## config.mk

```make
export PLATFORM = sky130hd
export DESIGN_NAME = crc_serial_lfsr
export DESIGN_NICKNAME = d
export VERILOG_FILES = /design/src/rtl/crc_pkg.sv /design/src/rtl/crc_serial_lfsr.sv
export SDC_FILE = /design/constraint.sdc
export NUM_CORES = 1
export LEC_CHECK = 0
export ABC_AREA = 1
export BUFFER_PORTS_ARGS = -buffer_cell sky130_fd_sc_hd__clkbuf_2
export CAP_MARGIN = 20
export CORE_AREA = 2 2 39 41
export CTS_CLUSTER_SIZE = 10
export DETAILED_ROUTE_END_ITERATION = 8
export DIE_AREA = 0 0 41 43
export MAX_ROUTING_LAYER = met4
export PLACE_DENSITY = 0.36
export SLEW_MARGIN = 10
export SYNTH_ARGS = -nofsm -noshare
export SYNTH_HDL_FRONTEND = slang
export SYNTH_SLANG_ARGS = --single-unit
```

## constraint.sdc

```tcl
create_clock -name clk -period 1.6 [get_ports clk]
set_clock_uncertainty 0.1 [all_clocks]
set_input_delay 0.32 -clock clk [delete_from_list [all_inputs] [get_ports clk]]
set_output_delay 0.32 -clock clk [all_outputs]
set_load 0.01 [all_outputs]
```

## src/rtl/crc_pkg.sv

```systemverilog
// Shared CRC definitions for the serial FEC link blocks.
//   state_t   : receive checker frame FSM states
//   crc_step  : one bit-serial CRC update (MSB-first, implicit top term)
package crc_pkg;

    typedef enum logic [1:0] {
        S_IDLE = 2'd0,
        S_DATA = 2'd1,
        S_CRC  = 2'd2,
        S_OUT  = 2'd3
    } state_t;

    // Advances a CRC register of 'width' bits (1..32) by one input bit.
    // crc and poly are right-aligned; poly omits the implicit top term.
    function automatic logic [31:0] crc_step(input logic [31:0] crc,
                                             input logic        b,
                                             input logic [31:0] poly,
                                             input int          width);
        logic        fb;
        logic [31:0] nxt;
        logic [31:0] mask;
        fb   = b ^ crc[width-1];
        nxt  = crc << 1;
        if (fb) begin
            nxt = nxt ^ poly;
        end
        mask = (width >= 32) ? 32'hFFFF_FFFF : ((32'd1 << width) - 32'd1);
        return nxt & mask;
    endfunction

endpackage

```

## src/rtl/crc_serial_lfsr.sv

```systemverilog
// CRC remainder register for the serial checker.
//   clk, rst_n : clock, asynchronous active-low reset (register -> SEED)
//   load       : use SEED instead of the held value as the base for this step
//   en         : advance the register by one bit
//   bit_in     : serial bit folded in when en=1
//   crc        : current remainder
//   zero       : the remainder after folding in bit_in (from load/crc base) is zero
module crc_serial_lfsr
    import crc_pkg::*;
#(
    parameter int                 CRC_WIDTH = 4,
    parameter logic [CRC_WIDTH:0] POLY      = 5'b10011,
    parameter logic [CRC_WIDTH-1:0] SEED    = '0
) (
    input  logic                 clk,
    input  logic                 rst_n,
    input  logic                 load,
    input  logic                 en,
    input  logic                 bit_in,
    output logic [CRC_WIDTH-1:0] crc,
    output logic                 zero
);

    logic [CRC_WIDTH-1:0] base;
    logic [CRC_WIDTH-1:0] crc_next;

    assign base     = load ? SEED : crc;
    assign crc_next = CRC_WIDTH'(crc_step(32'(base), bit_in,
                                          32'(POLY[CRC_WIDTH-1:0]), CRC_WIDTH));
    assign zero     = (crc_next == '0);

    always_ff @(posedge clk or negedge rst_n) begin
        if (!rst_n) begin
            crc <= SEED;
        end else if (en) begin
            crc <= crc_next;
        end
    end

endmodule

```

==> results.cfg <==
[floorplanning]
die-area_mm2 = 0.00176
ioPinCount = 10
rows = 14
initial_core_util_pct = 15.3
core_region_area_mm2 = 0.00138
die_h_um = 43
die_x_um = 41

[critical_path]
worstPathRequired_ns = 1.18
worstSetupStartpointType = flop
r2r-end = crc[1]
crit_path_cell_trace = nand2_2 -> nand2_1 -> nand2_1 -> inv_1 -> ha_1 -> nand2_1 -> nor2_1 -> buf_2
end_kind = output port
r2r_start = crc[3]
worst-setup-path-type = flop to output port
critical_path.top_delay_family = flip-flops
cp-startpoint = crc[3]
critPathMaxFanout = 3
r2r_setup_slack_ns = 0.39
cpMostUsedCell = nand2_1
path_buf_inv = 2
critPathMaxStageDelay_ns = 0.39
slowest_stage = dfrtp_1
cp.arrival_ns = 1.24
r2r_cells = 7

[yosys]
syn_nets = 36
synth_seq_area_share_pct = 47.3
yosys-top-cells-area = dfrtp_1, nand2_1, inv_1
yosysWarnings = 0
synth_top_area_share_pct = 47.3
synth_cells = 30
ys_ff_latch = 4
synth_area_leader_cell = dfrtp_1
ys_types = 9
syn-mean-instance-area_um2 = 7.05
syn_area_um2 = 211

[sta]
drv_slew = 0
final.setup.worst_slack_ns = -0.0630
setup_violations = 1
rsz0062_at_grt = true
finalCritPeriodShare_pct = 104
hold_violations = 0
fmax_mhz = 601
fin_tns_setup_ns = -0.0630
slew_headroom_pct = 90.9
tightestPinTransition_ns = 0.137
min_period_ns = 1.66

[routing]
avgRoutedWirePerCell_um = 7.42
drc = 0
firstDrtPassIters = 1
vias = 209
drt-total-wl_um = 445
first_iter_violations = 0
drtAntennaViolNets = 0
viasPerCell = 3.48

[global_routing]
grt_pass1_wl_um = 683
grt_antenna_before_repair = 0
grt_max_degree = 6
first_global_vias = 199
grt.total_usage_pct = 6.40
grt-ovfl-total = 0

[clock_tree]
clock_latency_ns = 0.23
cts_sinks = 4
cts_buffers = 3
cts_tree = built
path_clk_slew_ns = 0.03
root_buffer = clkbuf_4
clk_path_buf_depth = 2
htreeDepth = 1

[place]
place_ws_ns = 0.0643
numPortBuffers = 9
gp_congestion = 0.569

[finish]
antennaDiodeCount = 0
largest_reg_flops = 4
nets = 52
drive_gt1_share_pct = 34.1
area_growth_pct = 49.7
top_regs = crc x4
largest_register = crc

[worst_hold_path]
worst_hold_path_type = input pin to flop
hold_path_end = crc[0]
hold_depth = 3
hp-start = en

[power]
p_leak_nw = 0.191
vdd_drop_max_mv = 0.246
power.density_mw_per_mm2 = 957

[outcome]
violations = setup timing
outcome = finished, violations left

[job]
cap_violations = 0
[worst max path at each step]
| stage | to | cells after the start |
|---|---|---|
| after floorplan | zero | 6 |
| after global placement | zero | 9 |
| after detailed placement | zero | 10 |
| after CTS | zero | 8 |
| after global routing | zero | 8 |
| final | zero | 8 |
[per-layer routing]
layer / up-vias / part of all wire, % / wire length, um / GRT usage, %
met5: - / 0 / 0 / -
met4: 0 / 0 / 0 / 6.00
met3: 0 / 6.1 / 27 / 3.14
met2: 4 / 54 / 241 / 9.38
met1: 89 / 40 / 177 / 5.52
li1: 116 / - / - / -
[through the flow]
step | cells | hold WS (ns) | util (%) | power (mW) | instance area, um^2
CTS | 60 | 0.246 | 22.9 | 0.315 | 317
detailed placement | 55 | 0.0309 | 20.0 | 0.183 | 277
finish | 60 | 0.249 | 22.9 | 0.303 | 317
floorplan | 30 | -0.0756 | - | 0.155 | 211
global route | 60 | 0.255 | 22.9 | 0.333 | 317
global placement | 55 | 0.0304 | 20.0 | 0.184 | 277
[cell families after synthesis]
kind of cell	Yosys count	synth area share, %
AO/OA/AOI/OAI	1	2.36
flip-flops	4	47.3
adder cells (fa/ha/maj)	1	5.92
buffers and inverters	5	8.87
AND/OR/NAND/NOR	19	35.5
[report_power, final]
part           internal, mW  switching [mW]
Combinational        0.0280          0.0351
Clock                0.0834          0.0347
Sequential            0.113         0.00864
[worst register-to-register path, delay by kind of cell (launching register included)]
kind / cells / cell delay [ns]
AND/OR/NAND/NOR: 5 / 0.29
flip-flops: 1 / 0.39
buffers and inverters: 1 / 0.05
adder cells (fa/ha/maj): 1 / 0.28
[cell type report]
cell class	count	area, um^2
multi-input combinational	21	92.6
fill	161	1070
timing repair buffer	11	62.6
tap	16	20.0
inverter	5	18.8
sequential	4	100
clock buffer	3	22.5
[synth_stat cells]
cell and count:
dfrtp_1 4, inv_2 1, ha_1 1, nor2_1 2, o21ai_1 1, inv_1 4
nand3_1 1, nand2_2 1, nand2_1 15
[placed cells by master, fill, tap and decap left out, drive strengths merged]
cell type / n
nand2: 16
nand3: 1
o21ai: 1
inv: 5
ha: 1
dlygate4sd3: 1
dfrtp: 4
clkbuf: 11
nor2: 2
buf: 2
[what timing repair did]
item                                   in CTS  in global routing
endpoints found under the hold margin       4                  0
hold buffers                                1                  0
setup endpoints to repair                   1                  1
gates cloned                                0                  0
pin swaps                                   1                  0
buffers inserted                            1                  0
resized for setup                           0                  1
No activity file was read; power rests on OpenSTA's default activity.
